<file path="config.mk">
export PLATFORM = sky130hd
export DESIGN_NAME = adc_pkt_framer
export DESIGN_NICKNAME = d
export VERILOG_FILES = /design/src/rtl/adc_pkt_pkg.sv /design/src/rtl/adc_pkt_framer.sv
export SDC_FILE = /design/constraint.sdc
export NUM_CORES = 1
export LEC_CHECK = 0
export CAP_MARGIN = 10
export CELL_PAD_IN_SITES_DETAIL_PLACEMENT = 0
export CELL_PAD_IN_SITES_GLOBAL_PLACEMENT = 1
export CORE_MARGIN = 8
export CORE_UTILIZATION = 47
export CTS_CLUSTER_SIZE = 8
export DETAILED_ROUTE_END_ITERATION = 8
export GPL_ROUTABILITY_DRIVEN = 0
export GPL_TIMING_DRIVEN = 0
export PLACE_DENSITY = 0.93
export RECOVER_POWER = 100
export SLEW_MARGIN = 20
export SYNTH_ARGS = -nofsm -noshare
export SYNTH_HDL_FRONTEND = slang
export SYNTH_SLANG_ARGS = --single-unit
</file>
<file path="constraint.sdc">
create_clock -name pktctrl_clk -period 9.9 [get_ports pktctrl_clk]
set_input_delay 2.475 -clock pktctrl_clk [delete_from_list [all_inputs] [get_ports pktctrl_clk]]
set_output_delay 2.475 -clock pktctrl_clk [all_outputs]
set_load 0.01 [all_outputs]
</file>
<file path="src/rtl/adc_pkt_pkg.sv">
// adc_pkt_pkg
//   Shared types and constants for the ADC packet framer: FSM state encoding,
//   header tag, default data widths and the payload-length decode.
package adc_pkt_pkg;

   localparam int         DW_IN_DEF  = 36;
   localparam int         DW_OUT_DEF = 18;
   localparam logic [1:0] HDR_TAG    = 2'b10;

   typedef enum logic [2:0] {
      ST_IDLE,
      ST_DATA_HI,
      ST_DATA_LO,
      ST_TRL,
      ST_GAP
   } state_t;

   // Payload words per packet for a 2-bit length code.
   function automatic int unsigned len_decode(input int unsigned base, input logic [1:0] code);
      return base << code;
   endfunction

endpackage

</file>
<file path="src/rtl/adc_pkt_framer.sv">
// adc_pkt_framer
//   Splits 36-bit captured words into 18-bit beats and frames them as
//   header / payload / XOR-checksum trailer, followed by an idle gap.
//   DW_IN must equal 2*DW_OUT.
//
// Ports:
//   pktctrl_clk         packet clock
//   pktctrl_rst         asynchronous active-high reset
//   rf_pkt_en           level enable (already in pktctrl_clk domain)
//   rf_pkt_data_length  payload words = LEN_BASE << value
//   rf_pkt_idle_length  idle cycles between packets
//   in_data/in_valid    captured word, [DW_IN-1:DW_OUT] is the first sample
//   in_ready            word accepted when in_valid & in_ready
//   ADC_DATA            beat to the pads
//   ADC_DATA_VALID      ADC_DATA qualifier
//   pkt_busy            high outside IDLE
//   pkt_done            one-cycle pulse with the trailer beat
module adc_pkt_framer
   import adc_pkt_pkg::*;
#(
   parameter int DW_IN    = DW_IN_DEF,
   parameter int DW_OUT   = DW_OUT_DEF,
   parameter int LEN_BASE = 256
) (
   input  logic              pktctrl_clk,
   input  logic              pktctrl_rst,
   input  logic              rf_pkt_en,
   input  logic [1:0]        rf_pkt_data_length,
   input  logic [15:0]       rf_pkt_idle_length,
   input  logic [DW_IN-1:0]  in_data,
   input  logic              in_valid,
   output logic              in_ready,
   output logic [DW_OUT-1:0] ADC_DATA,
   output logic              ADC_DATA_VALID,
   output logic              pkt_busy,
   output logic              pkt_done
);

   // Wide enough for the largest length code without wrapping.
   localparam int CNT_W = $clog2(LEN_BASE * 8);

   state_t              r_state, w_state_nxt;
   logic [DW_OUT-1:0]   r_data,  w_data_nxt;
   logic                r_vld,   w_vld_nxt;
   logic                r_done,  w_done_nxt;
   logic [15:0]         r_seq,   w_seq_nxt;
   logic [DW_OUT-1:0]   r_csum,  w_csum_nxt;
   logic [CNT_W-1:0]    r_cnt,   w_cnt_nxt;
   logic [15:0]         r_gap,   w_gap_nxt;
   logic [DW_OUT-1:0]   r_lo,    w_lo_nxt;
   logic [1:0]          r_len,   w_len_nxt;
   logic [15:0]         r_idle,  w_idle_nxt;
   logic [CNT_W-1:0]    w_last;
   logic [DW_OUT-1:0]   w_hi;
   logic                w_start;

   assign w_last = CNT_W'(len_decode(LEN_BASE, r_len) - 1);
   assign w_hi   = in_data[DW_IN-1:DW_OUT];

   assign in_ready       = (r_state == ST_DATA_HI);
   assign pkt_busy       = (r_state != ST_IDLE);
   assign ADC_DATA       = r_data;
   assign ADC_DATA_VALID = r_vld;
   assign pkt_done       = r_done;

   always_comb begin
      w_state_nxt = r_state;
      w_data_nxt  = r_data;
      w_vld_nxt   = 1'b0;
      w_done_nxt  = 1'b0;
      w_seq_nxt   = r_seq;
      w_csum_nxt  = r_csum;
      w_cnt_nxt   = r_cnt;
      w_gap_nxt   = r_gap;
      w_lo_nxt    = r_lo;
      w_len_nxt   = r_len;
      w_idle_nxt  = r_idle;
      w_start     = 1'b0;

      case (r_state)
         ST_IDLE: begin
            if (rf_pkt_en) begin
               w_start = 1'b1;
            end else begin
               w_seq_nxt  = '0;
               w_data_nxt = '0;
            end
         end
         ST_DATA_HI: begin
            // No input word: bubble, ADC_DATA keeps the last beat.
            if (in_valid) begin
               w_data_nxt  = w_hi;
               w_vld_nxt   = 1'b1;
               w_lo_nxt    = in_data[DW_OUT-1:0];
               w_csum_nxt  = r_csum ^ w_hi;
               w_state_nxt = ST_DATA_LO;
            end
         end
         ST_DATA_LO: begin
            w_data_nxt  = r_lo;
            w_vld_nxt   = 1'b1;
            w_csum_nxt  = r_csum ^ r_lo;
            w_cnt_nxt   = r_cnt + CNT_W'(1);
            w_state_nxt = (r_cnt == w_last) ? ST_TRL : ST_DATA_HI;
         end
         ST_TRL: begin
            w_data_nxt = r_csum;
            w_vld_nxt  = 1'b1;
            w_done_nxt = 1'b1;
            w_seq_nxt  = r_seq + 16'd1;
            // A zero-length gap with enable high passes through GAP with a
            // zero count, so the next header lands on the very next edge
            // without pkt_busy dropping.
            if ((r_idle != 16'd0) || rf_pkt_en) begin
               w_gap_nxt   = r_idle;
               w_state_nxt = ST_GAP;
            end else begin
               w_state_nxt = ST_IDLE;
            end
         end
         ST_GAP: begin
            w_data_nxt = '0;
            if (r_gap != 16'd0) begin
               w_gap_nxt = r_gap - 16'd1;
            end else if (rf_pkt_en) begin
               w_start = 1'b1;
            end else begin
               w_state_nxt = ST_IDLE;
            end
         end
         default: w_state_nxt = ST_IDLE;
      endcase

      // Header emission; configuration is only sampled here.
      if (w_start) begin
         w_data_nxt  = DW_OUT'({HDR_TAG, r_seq});
         w_vld_nxt   = 1'b1;
         w_len_nxt   = rf_pkt_data_length;
         w_idle_nxt  = rf_pkt_idle_length;
         w_cnt_nxt   = '0;
         w_csum_nxt  = '0;
         w_state_nxt = ST_DATA_HI;
      end
   end

   always_ff @(posedge pktctrl_clk or posedge pktctrl_rst) begin
      if (pktctrl_rst) r_state <= ST_IDLE;
      else             r_state <= w_state_nxt;
   end

   always_ff @(posedge pktctrl_clk or posedge pktctrl_rst) begin
      if (pktctrl_rst) begin
         r_data <= '0;
         r_vld  <= 1'b0;
         r_done <= 1'b0;
         r_seq  <= '0;
         r_csum <= '0;
         r_cnt  <= '0;
         r_gap  <= '0;
         r_lo   <= '0;
         r_len  <= '0;
         r_idle <= '0;
      end else begin
         r_data <= w_data_nxt;
         r_vld  <= w_vld_nxt;
         r_done <= w_done_nxt;
         r_seq  <= w_seq_nxt;
         r_csum <= w_csum_nxt;
         r_cnt  <= w_cnt_nxt;
         r_gap  <= w_gap_nxt;
         r_lo   <= w_lo_nxt;
         r_len  <= w_len_nxt;
         r_idle <= w_idle_nxt;
      end
   end

endmodule

</file>
==> results.txt <==
- The run finished, with violations left.
* Violations in the final reports: max-capacitance violations, max-slew violations
- Number of hold-repair buffers added at the cts stage: 0
* Post-Synthesis Cell Area: about 6000 um^2
- The longest clock path from root to sink contains 2 buffers.
- For the worst setup path, the data required time is slightly above 10 ns.
* Sequential Power Share: 0.352
- The count of nets left with antenna violations once routing finished came out at 0.
- The share of the Yosys chip area taken by registers is 0.499.
* Routed WL per cell: about 18 um
* Number of storage elements in the synthesis netlist: 120
- Number of distinct library cells after synthesis: 57
- Global-route wire length before repair: ~26000 um
- Synthesis produced ~600 cells.
- Measured slew at the worst slew-check pin: 2.26 ns
- Power density over cell area: approximately 310 nW/um^2
* Ratio of final minimum period to clock period: 0.567
* Core region area: 12600 um^2
- The number of hold-slack violations in the final timing report came to 0.
- Number of cells upsized or downsized after cts: 0
* Multi-input combinational cell area: approximately 2800 um^2
* Minimum period implied by the final worst setup slack: around 5.6 ns
- In this run the clock root is driven by a clkbuf_16.
* Final worst clock skew: ~0.009 ns
* Final Cell Area: 7620 um^2
- Post-layout total power: 2400 uW
- Layout cell share with drive strength beyond 1: 0.143
- Post-synth ARST share: 1.00
* Number of nets at the end of the flow: 748
- Port Buf Inserts: slightly below 80
- Total die area: between 15000 and 20000 um^2
- TNS Setup: 0 ns
- Placement row count: 41
- In this run the cell area measured after placement is roughly 7100 um^2.
- Registers take approximately 3000 um^2.
- The total overflow left after global routing is 0.
* Buffer count from post-CTS setup fixing: 0
- Clock tree sinks: 120
- Max rail drop VDD: roughly 0.00015 V
- After detailed routing, the total wire length is roughly 16000 um.
- After detailed routing, the number of vias per cell comes to slightly below 6.
- Leakage power: roughly 0.0032 uW
- In this run, the number of DRC markers left after iteration 0 of detailed routing was around 430.
- In this run the tightest slew margin relative to its limit is -0.515.
- Overall track demand over capacity in global routing: 0.200
- Post-DP HPWL: approximately 11000 um
- In this run, synthesis inferred 0 flip-flops with an integrated enable.
- Based on the critical path, the design can be clocked at up to around 180 MHz.
- Area overhead of the layout relative to synthesis: 26.4%
- For this run, the number of Yosys warnings is 0.
- Clock-pin slew was measured on the worst setup and hold paths at around 0.05 ns.
- Predominant post-synthesis flop cell: dfrtp_1
- STA classifies the critical path endpoint as a register.
- Internal power comes to about 1500 uW.
* Worst-Skew Late Latency: 0.42 ns
- TritonCTS built the clock tree.
- Setup repair after global routing left no endpoint under its margin.
* Comb power frac: 0.384
- # setup viols final: 0
- STA puts the critical path data arrival time at between 5 and 6 ns.
- Clock network fraction of design power: 0.265
- Of the total power, the share spent switching nets is 0.365.
- Entering global routing, the biggest net connects about 70 pins.
- In the routed design, unresolved DRC markers number 0.
* Height of the die: ~130 um
- Worst hold path class: reg -> reg
- Vias in the first global route: between 5k and 6k
* Final antenna diode count: 0
- Width of the die: around 130 um
- DR vias: ~5k
* TritonCTS Buffers: 17
- A synthesized cell averages slightly above 10 um^2.
- Maximum fanout encountered on the critical timing path: 9
- The analysis attributes to net switching a power of 874 uW.
- The worst setup path is launched from an input port.
* Initial antenna violation count: 0
- The critical path is of the in -> reg type.
- CTS built an H-tree with a depth of 4.
- After filler insertion, the fill cell instance count of the layout stands at between 1k and 1.5k.
* Nets in the synthesized netlist: 649
* Initial core utilization: 0.479
- For this design the top-level I/O count stands at 80.
* Drt first pass iters: 5
- The number of slew-limit violations in the final report is 60.
* Total of max-cap violations: 2
## critical path: stages
cell           delay [ns]
dlygate4sd3_1        0.63
o41ai_1              1.28
and2_0               0.24
clkbuf_1             0.38
clkinvlp_2           0.48
mux2_1               0.43
## through the flow
stage          std cells  worst slack (ns)  hold slack, ns   util
6_report             871              4.29           0.500  0.606
5_1_grt              871              4.11           0.540  0.606
4_1_cts              871              5.44           0.496  0.610
3_5_place_dp         839              5.30           0.487  0.562
3_3_place_gp         838              2.57           0.479  0.559
2_1_floorplan        587              4.24           0.453      -
## power groups by stage
stage,Clock (uW),Combinational [uW],Sequential [uW]
2_1_floorplan,0,648,812
3_3_place_gp,0,912,836
3_5_place_dp,0,948,844
4_1_cts,644,956,842
5_1_grt,664,1010,862
6_report,635,920,843
## state kept, by name, summed over array words and instances (netlist names)
register / flops
r_len: 2
r_gap: 16
r_state: 3
r_cnt: 11
r_seq: 16
ADC_DATA: 18
r_csum: 18
pkt_done: 1
ADC_DATA_VALID: 1
r_idle: 16
r_lo: 18
## metal layers
| metal | GRT usage | routed length [um] |
|---|---|---|
| met5 | 0 | 0 |
| met2 | 0.329 | 7830 |
| met4 | 0.0795 | 329 |
| met3 | 0.0485 | 859 |
| met1 | 0.248 | 6970 |
## path summary, 6_finish.rpt
check / cells past startpoint / slack, ns / startpoint / end
worst min register to register: 2 / 0.50 / ADC_DATA[1]$_DFFE_PP0P_ / ADC_DATA[1]$_DFFE_PP0P_
worst min-delay path: 2 / 0.50 / ADC_DATA[1]$_DFFE_PP0P_ / ADC_DATA[1]$_DFFE_PP0P_
worst max-delay path: 6 / 4.29 / rf_pkt_en / r_gap[11]$_DFFE_PP0P_
worst max register to register: 7 / 5.92 / r_idle[9]$_DFFE_PP0P_ / r_gap[11]$_DFFE_PP0P_
min in group asynchronous: 2 / 3.13 / pktctrl_rst / r_cnt[3]$_DFFE_PP0P_
max in group asynchronous: 3 / 5.70 / pktctrl_rst / r_idle[8]$_DFFE_PP0P_
## Yosys cell counts, types with 3 or more instances
cell        n  area (um^2)
a21oi_1    28          140
a22oi_1    35          263
a31oi_1     4         25.0
and3_1      6         37.5
and4_1      4         35.0
buf_2      17         85.1
clkbuf_1   17         63.8
dfrtp_1   120         3000
ha_1        4         50.1
inv_1      10         37.5
mux2_2     54          608
mux2i_1     3         30.0
nand2_1    23         86.3
nand3_1    24          120
nand4_1    12         75.1
nor2_1     82          308
nor3_1      6         30.0
nor4_1      9         56.3
o21ai_0    40          200
o21ai_1     4         20.0
o221a_2     5         56.3
o22ai_1     3         18.8
o31ai_1     3         22.5
or3_1       5         31.3
xnor2_1     3         26.3
xor2_1     28          245
## cell type report
cell class / instances / area share
tap: 172 / 0.0283
timing repair buffer: 80 / 0.107
clock buffer: 24 / 0.0646
sequential: 120 / 0.394
inverter: 12 / 0.00624
buffer: 36 / 0.0189
multi-input combinational: 419 / 0.365
clock inverter: 8 / 0.0154
## cell usage in the layout, fill, tap and decap left out, types with 3 or more instances in the layout
master / count
and4_1: 4
o31ai_1: 3
ha_1: 4
a31oi_1: 4
or3_1: 5
nand3_1: 24
clkinv_2: 4
nor3_1: 6
clkbuf_1: 32
mux2_2: 54
dlygate4sd3_1: 25
and3_1: 6
mux2i_1: 3
clkbuf_16: 17
buf_2: 7
o22ai_1: 3
a22oi_1: 35
clkbuf_8: 4
a21oi_1: 28
xor2_1: 28
inv_1: 10
o221a_2: 5
nand4_1: 12
nor4_1: 9
clkdlybuf4s50_1: 54
dfrtp_1: 120
nor2_1: 82
bufinv_16: 3
o21ai_0: 44
nand2_1: 23
xnor2_1: 3
## cell families (layout without fill, tap and decap cells)
logic type               Yosys count  in the layout  share of synthesized area
AND/OR/NAND/NOR                  184            184                      0.148
AO/OA/AOI/OAI                    141            141                      0.154
flip-flops                       120            120                      0.499
multiplexers                      59             59                      0.111
buffers and inverters             48            160                     0.0357
XOR/XNOR                          31             31                     0.0451
adder cells (fa/ha/maj)            4              4                    0.00831
No activity file was read; power rests on OpenSTA's default activity.
